$ cat src/rtl/pal_job_scheduler.sv
// Round-robin arbiter and job sequencer sharing one pal_number_analyzer between NREQ requesters.
// Build macro PAL_SCHED_STATS_EN adds saturating job / palindrome / watchdog-error counters.
module pal_job_scheduler #(
    parameter int NREQ    = 4,
    parameter int TIMEOUT = 64,
    parameter int IDW     = 3
) (
    input  logic                clock,
    input  logic                reset,
    input  logic [NREQ-1:0]     req,
    input  logic [32*NREQ-1:0]  req_data,
    output logic [NREQ-1:0]     grant,
    output logic [NREQ-1:0]     done,
    output logic                result_pal,
    output logic                result_err,
    output logic [IDW-1:0]      result_id,
    output logic                busy,
    output logic [31:0]         ana_number,
    output logic                ana_enable,
    input  logic                ana_ready,
    input  logic                ana_is_pal
`ifdef PAL_SCHED_STATS_EN
    ,
    output logic [15:0]         stat_jobs,
    output logic [15:0]         stat_pals,
    output logic [15:0]         stat_errs
`endif
);

    localparam int WDW = $clog2(TIMEOUT + 1);

    typedef enum logic [2:0] {
        ST_IDLE = 3'd0,
        ST_ARB  = 3'd1,
        ST_LOAD = 3'd2,
        ST_RUN  = 3'd3,
        ST_DONE = 3'd4,
        ST_GAP  = 3'd5
    } state_t;

    state_t          state_r;
    logic [IDW-1:0]  rr_ptr_r;
    logic [IDW-1:0]  winner_r;
    logic [WDW-1:0]  wd_cnt_r;

    logic [IDW-1:0]  win_s;
    logic [IDW-1:0]  win_hi_s;
    logic [IDW-1:0]  win_lo_s;
    logic            found_hi_s;
    logic [IDW-1:0]  rr_next_s;
    logic [NREQ-1:0] win_onehot_s;

    // Round-robin pick: lowest set bit at or above rr_ptr, else lowest set bit overall (wrap).
    always_comb begin
        win_hi_s   = {IDW{1'b0}};
        win_lo_s   = {IDW{1'b0}};
        found_hi_s = 1'b0;
        for (int i = NREQ - 1; i >= 0; i--) begin
            if (req[i]) begin
                win_lo_s = IDW'(i);
                if (i >= int'(rr_ptr_r)) begin
                    win_hi_s   = IDW'(i);
                    found_hi_s = 1'b1;
                end else begin
                    win_hi_s   = win_hi_s;
                end
            end else begin
                win_lo_s = win_lo_s;
            end
        end
        if (found_hi_s) begin
            win_s = win_hi_s;
        end else begin
            win_s = win_lo_s;
        end
    end

    // Pointer advance past the served requester and one-hot decode of the current pick.
    always_comb begin
        if (winner_r == IDW'(NREQ - 1)) begin
            rr_next_s = {IDW{1'b0}};
        end else begin
            rr_next_s = winner_r + IDW'(1);
        end
        win_onehot_s = {{(NREQ-1){1'b0}}, 1'b1} << win_s;
    end

    // Job sequencer; every output is registered and set on entry to the state that owns it.
    always_ff @(posedge clock or posedge reset) begin
        if (reset) begin
            state_r    <= ST_IDLE;
            rr_ptr_r   <= {IDW{1'b0}};
            winner_r   <= {IDW{1'b0}};
            wd_cnt_r   <= {WDW{1'b0}};
            grant      <= {NREQ{1'b0}};
            done       <= {NREQ{1'b0}};
            result_pal <= 1'b0;
            result_err <= 1'b0;
            result_id  <= {IDW{1'b0}};
            busy       <= 1'b0;
            ana_number <= 32'd0;
            ana_enable <= 1'b0;
        end else begin
            case (state_r)
                ST_IDLE: begin
                    if (|req) begin
                        state_r <= ST_ARB;
                        busy    <= 1'b1;
                    end else begin
                        state_r <= ST_IDLE;
                    end
                end
                ST_ARB: begin
                    if (|req) begin
                        grant      <= win_onehot_s;
                        winner_r   <= win_s;
                        ana_number <= req_data[32*win_s +: 32];
                        state_r    <= ST_LOAD;
                    end else begin
                        state_r <= ST_IDLE;
                        busy    <= 1'b0;
                    end
                end
                ST_LOAD: begin
                    // The analyzer captured ana_number while held disabled during this cycle.
                    ana_enable <= 1'b1;
                    wd_cnt_r   <= {WDW{1'b0}};
                    state_r    <= ST_RUN;
                end
                ST_RUN: begin
                    if (ana_ready) begin
                        result_pal <= ana_is_pal;
                        result_err <= 1'b0;
                        result_id  <= winner_r;
                        done       <= grant;
                        ana_enable <= 1'b0;
                        state_r    <= ST_DONE;
                    end else if (wd_cnt_r == WDW'(TIMEOUT - 1)) begin
                        result_pal <= 1'b0;
                        result_err <= 1'b1;
                        result_id  <= winner_r;
                        done       <= grant;
                        ana_enable <= 1'b0;
                        state_r    <= ST_DONE;
                    end else begin
                        wd_cnt_r <= wd_cnt_r + WDW'(1);
                    end
                end
                ST_DONE: begin
                    done     <= {NREQ{1'b0}};
                    grant    <= {NREQ{1'b0}};
                    rr_ptr_r <= rr_next_s;
                    state_r  <= ST_GAP;
                end
                ST_GAP: begin
                    busy    <= 1'b0;
                    state_r <= ST_IDLE;
                end
                default: begin
                    grant      <= {NREQ{1'b0}};
                    done       <= {NREQ{1'b0}};
                    busy       <= 1'b0;
                    ana_enable <= 1'b0;
                    state_r    <= ST_IDLE;
                end
            endcase
        end
    end

`ifdef PAL_SCHED_STATS_EN
    // Saturating statistics, sampled once per job while in DONE (results are valid there).
    always_ff @(posedge clock or posedge reset) begin
        if (reset) begin
            stat_jobs <= 16'd0;
            stat_pals <= 16'd0;
            stat_errs <= 16'd0;
        end else if (state_r == ST_DONE) begin
            if (stat_jobs != 16'hFFFF) begin
                stat_jobs <= stat_jobs + 16'd1;
            end else begin
                stat_jobs <= stat_jobs;
            end
            if (result_pal && (stat_pals != 16'hFFFF)) begin
                stat_pals <= stat_pals + 16'd1;
            end else begin
                stat_pals <= stat_pals;
            end
            if (result_err && (stat_errs != 16'hFFFF)) begin
                stat_errs <= stat_errs + 16'd1;
            end else begin
                stat_errs <= stat_errs;
            end
        end else begin
            stat_jobs <= stat_jobs;
            stat_pals <= stat_pals;
            stat_errs <= stat_errs;
        end
    end
`endif

endmodule

$ cat config.mk
export PLATFORM = sky130hd
export DESIGN_NAME = pal_job_scheduler
export DESIGN_NICKNAME = d
export VERILOG_FILES = /design/src/rtl/pal_job_scheduler.sv
export SDC_FILE = /design/constraint.sdc
export NUM_CORES = 1
export LEC_CHECK = 0
export ABC_AREA = 1
export BUFFER_PORTS_ARGS = -buffer_cell sky130_fd_sc_hd__buf_4
export CORE_MARGIN = 4
export CORE_UTILIZATION = 35
export CTS_BUF_LIST = sky130_fd_sc_hd__clkbuf_8
export DETAILED_ROUTE_END_ITERATION = 8
export SYNTH_ARGS = -nofsm -noshare
export SYNTH_HDL_FRONTEND = slang
export SYNTH_SLANG_ARGS = --single-unit
$ cat constraint.sdc
create_clock -name clock -period 1.9 [get_ports clock]
set_input_delay 0.095 -clock clock [delete_from_list [all_inputs] [get_ports clock]]
set_output_delay 0.095 -clock clock [all_outputs]
set_load 0.01 [all_outputs]
**Yosys cells after proc, flatten, opt, wreduce, memory -nomap -nowiden**

Index checks and enable logic that the tools add are counted.

- Add/sub/neg operators: 2
- Order comparisons: 4
- Equal/unequal tests: 13
- Shift-type cells: 2
- Mux-type cells: 46
- Bitwise gates (word level): 4
- Reductions and logical operators: 15

Operator list:

| cell | count |
|---|---|
| $shiftx 128x9->32 | 1 |
| $mux 3 | 15 |
| $mux 1 | 16 |
| $pmux 4 s2 | 2 |
| $reduce_or 4->1 | 4 |
| $pmux 3 s5 | 1 |
| $mux 7 | 2 |
| $pmux 7 s2 | 1 |
| $mux 4 | 3 |
| $ne 2x2->1 const B | 5 |
| $reduce_and 2->1 | 5 |
| $eq 3x2->1 const B | 3 |
| $mux 2 | 4 |
| $add 7x1->7 const B | 1 |
| $eq 7x6->1 const B | 1 |
| $eq 3x3->1 const B | 2 |
| $ge 1x3->1 const A | 2 |
| $ge 2x3->1 const A | 2 |
| $pmux 1 s3 | 2 |
| $reduce_and 3->1 | 2 |
| $not 1->1 | 4 |
| $reduce_bool 2->1 | 2 |
| $shl 1x3->4 const A | 1 |
| $add 3x1->3 const B | 1 |
| 4 further kinds | 4 |

- Register bits after elaboration: 63
- Bits of input ports: 136
- Output and inout port bits: 47
- Word-level logic and storage cells: 98

**Longest topological paths before layout**

Gate-level depths: netlist of the first run.

- Depth after elaboration: 13
- Mapped depth: 14
- Mapped depth without buffers: 12

**Least setup slack after synthesis of the first run**

OpenSTA, ideal clock, no wires.

- Path type: register -> register
- Start: register rr_ptr_r[1]
- End: register ana_number[13]
- Setup time: 0.116 ns
- Arrival time: 1.347 ns
- Required time: 1.784 ns
- Slack: 0.436 ns
- Cell stages (with the launch flop): 13
- Path buffers: 2
- Period minus slack after synthesis: 1.464 ns
- Cell sequence: dfrtp_1 > nor2_2 > nor2_1 > nor2_4 > nand2_4 > buf_12 > buf_12 > nand2_1 > nand2_1 > nand2_1 > nand2_1 > nand2_1 > nand2_1

- Cells in the longest elaborated chain, start to end: 11
- Elaborated cells on any way between the ends: 22
- Those cells by class: 4 x order compare; 1 x shift; 17 x mux

Ends and longest elaborated chain:

| item | line | text |
|---|---|---|
| start: declaration | 42 | `logic [IDW-1:0] rr_ptr_r;` |
| start signal: assignment | 92 | `rr_ptr_r <= {IDW{1'b0}};` |
| start signal: assignment | 152 | `rr_ptr_r <= rr_next_s;` |
| $ge 2x3->1 | 61 | `if (i >= int'(rr_ptr_r)) begin` |
| $mux 2 / $mux 1 (equally long branches) | 61 |  |
| $mux 2 / $mux 1 (equally long branches) | 59 | `if (req[i]) begin` |
| $mux 3 / $mux 1 (equally long branches) | 61 |  |
| $mux 3 / $mux 1 (equally long branches) | 59 |  |
| $mux 3 / $mux 1 (equally long branches) | 61 |  |
| $mux 3 / $mux 1 (equally long branches) | 59 |  |
| $mux 3 / $mux 1 (equally long branches) | 61 |  |
| $mux 3 / $mux 1 (equally long branches) | 59 |  |
| $mux 3 * | 71 | `if (found_hi_s) begin` |
| $shiftx 128x9->32 * | 117 | `ana_number <= req_data[32*win_s +: 32];` |
| end signal: assignment | 117 |  |
| end: declaration | 18 | `output logic [31:0] ana_number,` |

Every way passes the cells marked *; elsewhere a longest branch is shown, timed or not.
A chain may end at the register's enable or synchronous reset.

**Final worst setup path of the first run**

- Start: register wd_cnt_r[0]
- End: register wd_cnt_r[2]

- Cells in the longest elaborated chain, start to end: 4
- Elaborated cells on any way between the ends: 7
- Those cells by class: 1 x add/sub; 2 x eq/ne; 3 x mux; 1 x reduce/logical

Ends and longest elaborated chain:

| item | line | text |
|---|---|---|
| start: declaration | 44 | `logic [WDW-1:0] wd_cnt_r;` |
| start signal: assignment | 94 | `wd_cnt_r <= {WDW{1'b0}};` |
| start signal: assignment | 127 | `wd_cnt_r <= {WDW{1'b0}};` |
| start signal: assignment | 146 | `wd_cnt_r <= wd_cnt_r + WDW'(1);` |
| $add 7x1->7 | 146 |  |
| $mux 7 | 138 | `end else if (wd_cnt_r == WDW'(TIMEOUT - 1)) begin` |
| $mux 7 | 131 | `if (ana_ready) begin` |
| $pmux 7 s2 | 104 | `case (state_r)` |

Parallel ways exist; a longest one is shown, timed or not. The select of a mux whose other input is x is not followed.

==> run summary, run 1 <==
Ports = 183
Die Ht = 115.4 µm
Netlist cell types = 34
VDD IR max = 0.5852 mV
Worst-path fanout max = 8
DIE AREA = 13310 µm²
RSZ-0062 raised after global routing = false
Status = finished, final reports clean
CP Capture Type = register
# clock sinks = 60
Min setup slack post-route = 0.1753 ns
Initial antenna violation count = 0
FF+latch area = 1501 µm²
Met3 GRT Util = 5.368%
Sequential-to-total area share from yosys stat = 37.22%
Final RePlAce weighted congestion = 0.8951
Setup TNS = 0 ns
Number of routed nets with antenna violations = 0
GR peak layer = met2
Area of the mapped netlist = 4034 µm²
DR WL/cell = 13.82 µm
HPWL after DPL = 9.850 mm
H-tree depth = 3
Worst-path clk slew = 0.07 ns
I/O Buffers = 181
Initial Utilization = 36.41%
Slew HR = 57.62%
Pins Over Slew Limit = 0
P per Cell Area = 1366 nW/µm²
Achievable frequency = 0.5798 GHz
Pre-CTS WS = 0.1861 ns
Multi-input gate area = 2145 µm²
Diodes inserted = 0
Area Growth Syn to Fin = 39.55%
Simple-Gate Fraction of Synth Area = 47.86%
Gr ovfl total = 0
Final wirelength = 12.83 mm
Startpoint types = register
TritonCTS clock tree = yes
Synth warn = 0
Main combinational cell family by area after synthesis = simple AND/OR/NAND/NOR gates
HP Class = primary input to register
Mean post-synth cell area = 6.602 µm²
Synth Instances = 611
Hold Violations, Final = 0
TritonCTS Buffers = 9
Worst-margin pin slew = 0.6347 ns
Fin nets = 921
Vias = 4339
Largest net degree at the start of global routing = 38
TritonRoute pass-1 iters = 4
Die W = 115.4 µm
GRT Total Usage = 19.67%
Core area = 11080 µm²
Complex-gate fraction of the synthesized area = 3.660%
Clock Skews = 0.004608 ns
Number of fill cells in the layout = 1132
Row cnt = 38
Max Cap Violations = 0
DRC viols = 0
Worst-skew pair later-pin latency = 0.34 ns
Post-CTS setup buffer count = 0
Synth Register Bits = 60
Leakage = 3.297 nW
Setup Crit Path Kind = register to register
Endpoints failing setup = 0
Post-synthesis mux area share = 0.2792%
Vias in the first global route = 4447
Critical path arrival = 1.95 ns
Final min period = 1.725 ns
Met1 usage = 24.80%
Critical path required time = 2.13 ns
DRT iter0 DRCs = 153
First-pass GRT wire length = 20.96 mm
Met2 Usage GRT = 32.68%
Vias/cell = 4.676
Share of cells above drive strength 1 = 31.09%
Max clock buf depth = 2
Period utilisation layout = 90.77%
Adder-Cell Fraction of Synth Area = 0.6203%
Root Buffer = clkbuf_8
Post-Syn Nets = 749
Xor/xnor share of the synthesized area = 0.4342%
==> cells in the mapped netlist, drive strengths merged <==
cell type  number  area [µm²]
o21ai          14       70.06
nand2         359        1408
a211oi          1       7.510
conb            1       3.750
xor2            2       17.52
o21a            1       7.510
a22o            1       8.760
o22ai           1       6.260
inv            28       105.1
a21oi           2       10.01
nand3          78       400.4
dfrtp          60        1501
nor3            6       51.30
buf            30       272.8
nand4           1       6.260
mux2            1       11.26
nor3b           1       7.510
ha              2       25.02
o31ai           5       37.54
nor2           12       57.55
clkbuf          5       18.77
==> worst max-delay path, cell delays in order (launching register included) <==
cell and delay, ns:
dfrtp_1 0.41, ha_1 0.22, nand2_1 0.12, nor3_4 0.22, nand2_1 0.09, nand3_2 0.15
nand2_1 0.17, a21oi_1 0.19, nor2_1 0.06
==> placed cells by master, fill, tap and decap left out, types with 2 or more instances in the layout <==
cell type and count:
o31ai_1 5, dfrtp_1 60, nand2_1 336, buf_12 3, o21ai_0 13, nand2_2 22
nand3_1 76, nor3_4 2, dlygate4sd3_1 2, nor2_2 2, buf_6 2, nand3_2 2
a21oi_1 2, nor3_1 3, inv_2 6, inv_1 25, xor2_1 2, clkbuf_8 12
ha_1 2, nor2_1 9, buf_4 189
==> final timing paths <==
kind | start | end | slack (ns) | cells after the start
min | req_data[72] | ana_number[8] | 0.13 | 7
min in group asynchronous | reset | ana_number[25] | 0.39 | 3
max | wd_cnt_r[0] | wd_cnt_r[2] | 0.18 | 8
min reg2reg | ana_number[4] | ana_number[4] | 0.48 | 2
max in group asynchronous | reset | state_r[1] | 0.93 | 4
max reg2reg | wd_cnt_r[0] | wd_cnt_r[2] | 0.18 | 8
==> kinds of logic after synthesis <==
kind of cell,after synthesis
simple gates,457
buf+inv,63
flops,60
compound gates,25
fa+ha+maj,2
xor+xnor,2
other cells,1
mux,1
==> per-stage QoR <==
| stage | util, % | std cells | instance area [µm²] | power (mW) | hold slack, ns |
|---|---|---|---|---|---|
| after floorplan | - | 611 | 4034 | 5.229 | 0.2347 |
| after global placement | 48.85 | 910 | 5411 | 6.622 | 0.2111 |
| after detailed placement | 48.85 | 910 | 5411 | 6.673 | 0.2199 |
| after CTS | 50.67 | 928 | 5613 | 7.775 | 0.1139 |
| after global routing | 50.81 | 928 | 5629 | 8.487 | 0.1422 |
| final | 50.81 | 928 | 5629 | 7.688 | 0.1299 |
==> what timing repair did <==
item                                   CTS  global route
endpoints found under the hold margin   26             0
resized for setup                        0             5
hold buffers                             2             0
setup endpoints to repair                0            10
==> layout make-up <==
type | count | share of cell area [%]
inverters | 28 | 1.867
clock buffers | 12 | 2.934
well taps | 140 | 3.112
clock inverters | 4 | 0.2890
multi-input cells | 488 | 38.10
repair buffers | 196 | 27.03
flip-flops and latches | 60 | 26.67
==> routing by layer <==
layer,vias up,routed length (µm)
met1,1926,5475
met2,152,6122
met4,0,233
met3,17,996
met5,-,0
li1,2244,-
==> state kept, by name (all words and copies together) (netlist names) <==
signal	flops
ana_number	32
wd_cnt_r	7
done	4
grant	4
state_r	3
result_id	2
rr_ptr_r	2
winner_r	2
ana_enable	1
busy	1
result_err	1
result_pal	1
==> where the power goes <==
part,total [mW],internal (mW),switching (mW)
clock network,1.06,0.565,0.496
registers,2.16,1.81,0.351
logic,4.46,1.78,2.68
total,7.69,4.16,3.53
Power figures use the tool's default switching activity.
==> run 2, diff against run 1 <==
- CORE_UTILIZATION: 35 -> 25
==> run 2 against run 1 <==
Net effect: critical path depth up 2; setup slack better by 0.012 ns; clock-buffer cell count down 1; largest power group unchanged; sequential share of layout area down 0.60 points; core utilization down 14 points; total power up 4.2%; fmax up 0.70%; global-route usage down 5.1 points; clock power up 29%; non-clock buffer count down 2; hold slack worse by 0.018 ns; clock skew up 0.0069 ns.
==> run summary, run 2 (synthesized netlist as in run 1, its figures left out) <==
H-tree depth = 3 (unchanged)
Critical path required time = 2.19 ns (+0.06 ns)
TritonRoute pass-1 iters = 4 (unchanged)
Largest Register = ana_number
Setup TNS = 0 ns (unchanged)
Critical-path top delay cell = dfrtp_1
Crit-path cells = nor2_2 -> nor2_1 -> nor2_4 -> buf_4 -> nand3_1 -> nand2_1 -> nand2_1 -> nand2_1 -> nand2_1 -> nand2_1
Core area = 15830 µm² (+43%)
Initial antenna violation count = 0 (unchanged)
Hold_buf cts = 2 (unchanged)
Critical path arrival = 2.00 ns (+0.05 ns)
Leakage = 3.278 nW (-0.60%)
Number of routed nets with antenna violations = 0 (unchanged)
Pre-CTS WS = 0.2053 ns (+0.01917 ns)
Worst-margin pin slew = 0.6807 ns (+0.04595 ns)
R2R depth = 10 (+2)
Initial Utilization = 25.49% (-11 points)
Worst-path clk slew = 0.08 ns (about the same)
HP Class = primary input to register
Achievable frequency = 0.5838 GHz (+0.70%)
Most frequent cells in the layout = 337 x nand2_1, 188 x buf_4, 76 x nand3_1
Max Cap Violations = 0 (unchanged)
Final min period = 1.713 ns (-0.01191 ns)
RSZ-0062 raised after global routing = false
Ports = 183 (unchanged)
WHS Path Cells = 4 (-3)
Final RePlAce weighted congestion = 0.7868 (-12%)
Period utilisation layout = 90.15% (-0.63 points)
Top Registers = ana_number: 32 flops, wd_cnt_r: 7 flops
Largest register FFs = 32 (unchanged)
Die Ht = 135.0 µm (+17%)
Largest net degree at the start of global routing = 57 (+50%)
TritonCTS clock tree = yes
Vias in the first global route = 4186 (-5.9%)
Clock Skews = 0.01153 ns (+0.006920 ns)
P per Cell Area = 1391 nW/µm² (+1.9%)
HPWL after DPL = 9.682 mm (-1.7%)
Max clock buf depth = 2 (unchanged)
Slew HR = 54.55% (-3.1 points)
TritonCTS Buffers = 9 (unchanged)
Final wirelength = 13.44 mm (+4.8%)
Pins Over Slew Limit = 0 (unchanged)
I/O Buffers = 181 (unchanged)
Diodes inserted = 0 (unchanged)
DRC viols = 0 (unchanged)
Min setup slack post-route = 0.1872 ns (+0.01191 ns)
Row cnt = 46 (+21%)
Post-cts sizing count = 0 (unchanged)
Post-CTS setup buffer count = 0 (unchanged)
Most numerous cell on the critical path = nand2_1
Gr ovfl total = 0 (unchanged)
DRT iter0 DRCs = 248 (+62%)
Startpoint types = register
Worst-skew pair later-pin latency = 0.35 ns (about the same)
Min Hold Slack = 0.1123 ns (-0.01766 ns)
DR WL/cell = 13.42 µm (-2.9%)
Fin nets = 919 (-0.22%)
Vias = 4313 (-0.60%)
Leading cell type in the layout, fill and taps excluded = nand2_1
GRT Total Usage = 14.62% (-5.1 points)
CP Capture Type = register
VDD IR max = 0.4991 mV (-15%)
Root Buffer = clkbuf_8
DIE AREA = 18230 µm² (+37%)
Max incr delay on CP = 0.42 ns (about the same)
Status = finished, final reports clean
Worst-path fanout max = 34 (+26)
# clock sinks = 60 (unchanged)
Endpoints failing setup = 0 (unchanged)
Final core utilization = 36.39% (-14 points)
Share of cells above drive strength 1 = 31.04% (-0.048 points)
Hold Violations, Final = 0 (unchanged)
R2r setup slk = 0.19 ns (about the same)
Die W = 135.0 µm (+17%)
First-pass GRT wire length = 21.03 mm (+0.36%)
Vias/cell = 4.304 (-7.9%)
Setup Crit Path Kind = register to register
Area Growth Syn to Fin = 42.77%
==> run 2: changes by cell type in the layout (fill, tap and decap cells not counted), sizes merged <==
cell	before	now
buf	194	192
bufinv	0	2
clkbuf	12	11
clkinvlp	0	2
inv	31	28
==> run 2: layer usage <==
metal | part of all wire [%] | GRT usage (%)
met5 | 0 | 0
met4 | 2.5 | 5.375
met3 | 7.8 | 5.067
met2 | 47 | 23.40
met1 | 43 | 18.29
==> run 2: per-stage QoR <==
step	total power, mW	instances	area [µm²]
finish	8.013	1002	5759
global route	8.808	1002	5759
CTS	8.152	1002	5759
detailed placement	6.726	984	5504
global placement	6.716	984	5504
floorplan	5.229	611	4034
==> run 2: worst paths after layout <==
check,from,endpoint
hold / removal,ana_ready,result_err
hold reg to reg,result_id[1],result_id[1]
max in group asynchronous,reset,ana_number[15]
setup / recovery,rr_ptr_r[1],ana_number[4]
setup reg to reg,rr_ptr_r[1],ana_number[4]
min in group asynchronous,reset,done[0]
==> run 2: worst max-delay path, delay by kind of cell (launching register included) <==
kind / cells / cell delay [ns]
buffers and inverters: 1 / 0.38
flip-flops: 1 / 0.42
AND/OR/NAND/NOR: 9 / 0.85
==> run 2: layout make-up <==
type | count | area [µm²]
Clock buffer | 11 | 151.4
Clock inverter | 5 | 83.83
Fill cell | 1737 | 10070
Inverter | 28 | 105.1
Multi-Input combinational cell | 488 | 2136
Sequential cell | 60 | 1501
Tap cell | 216 | 270.3
Timing Repair Buffer | 194 | 1511
==> run 2: where the power goes <==
part / internal [mW] / switching [mW] / leakage [nW]
clock: 0.812 / 0.559 / 0.112
sequential: 1.81 / 0.344 / 0.769
combinational: 1.79 / 2.70 / 2.40
total: 4.41 / 3.60 / 3.28
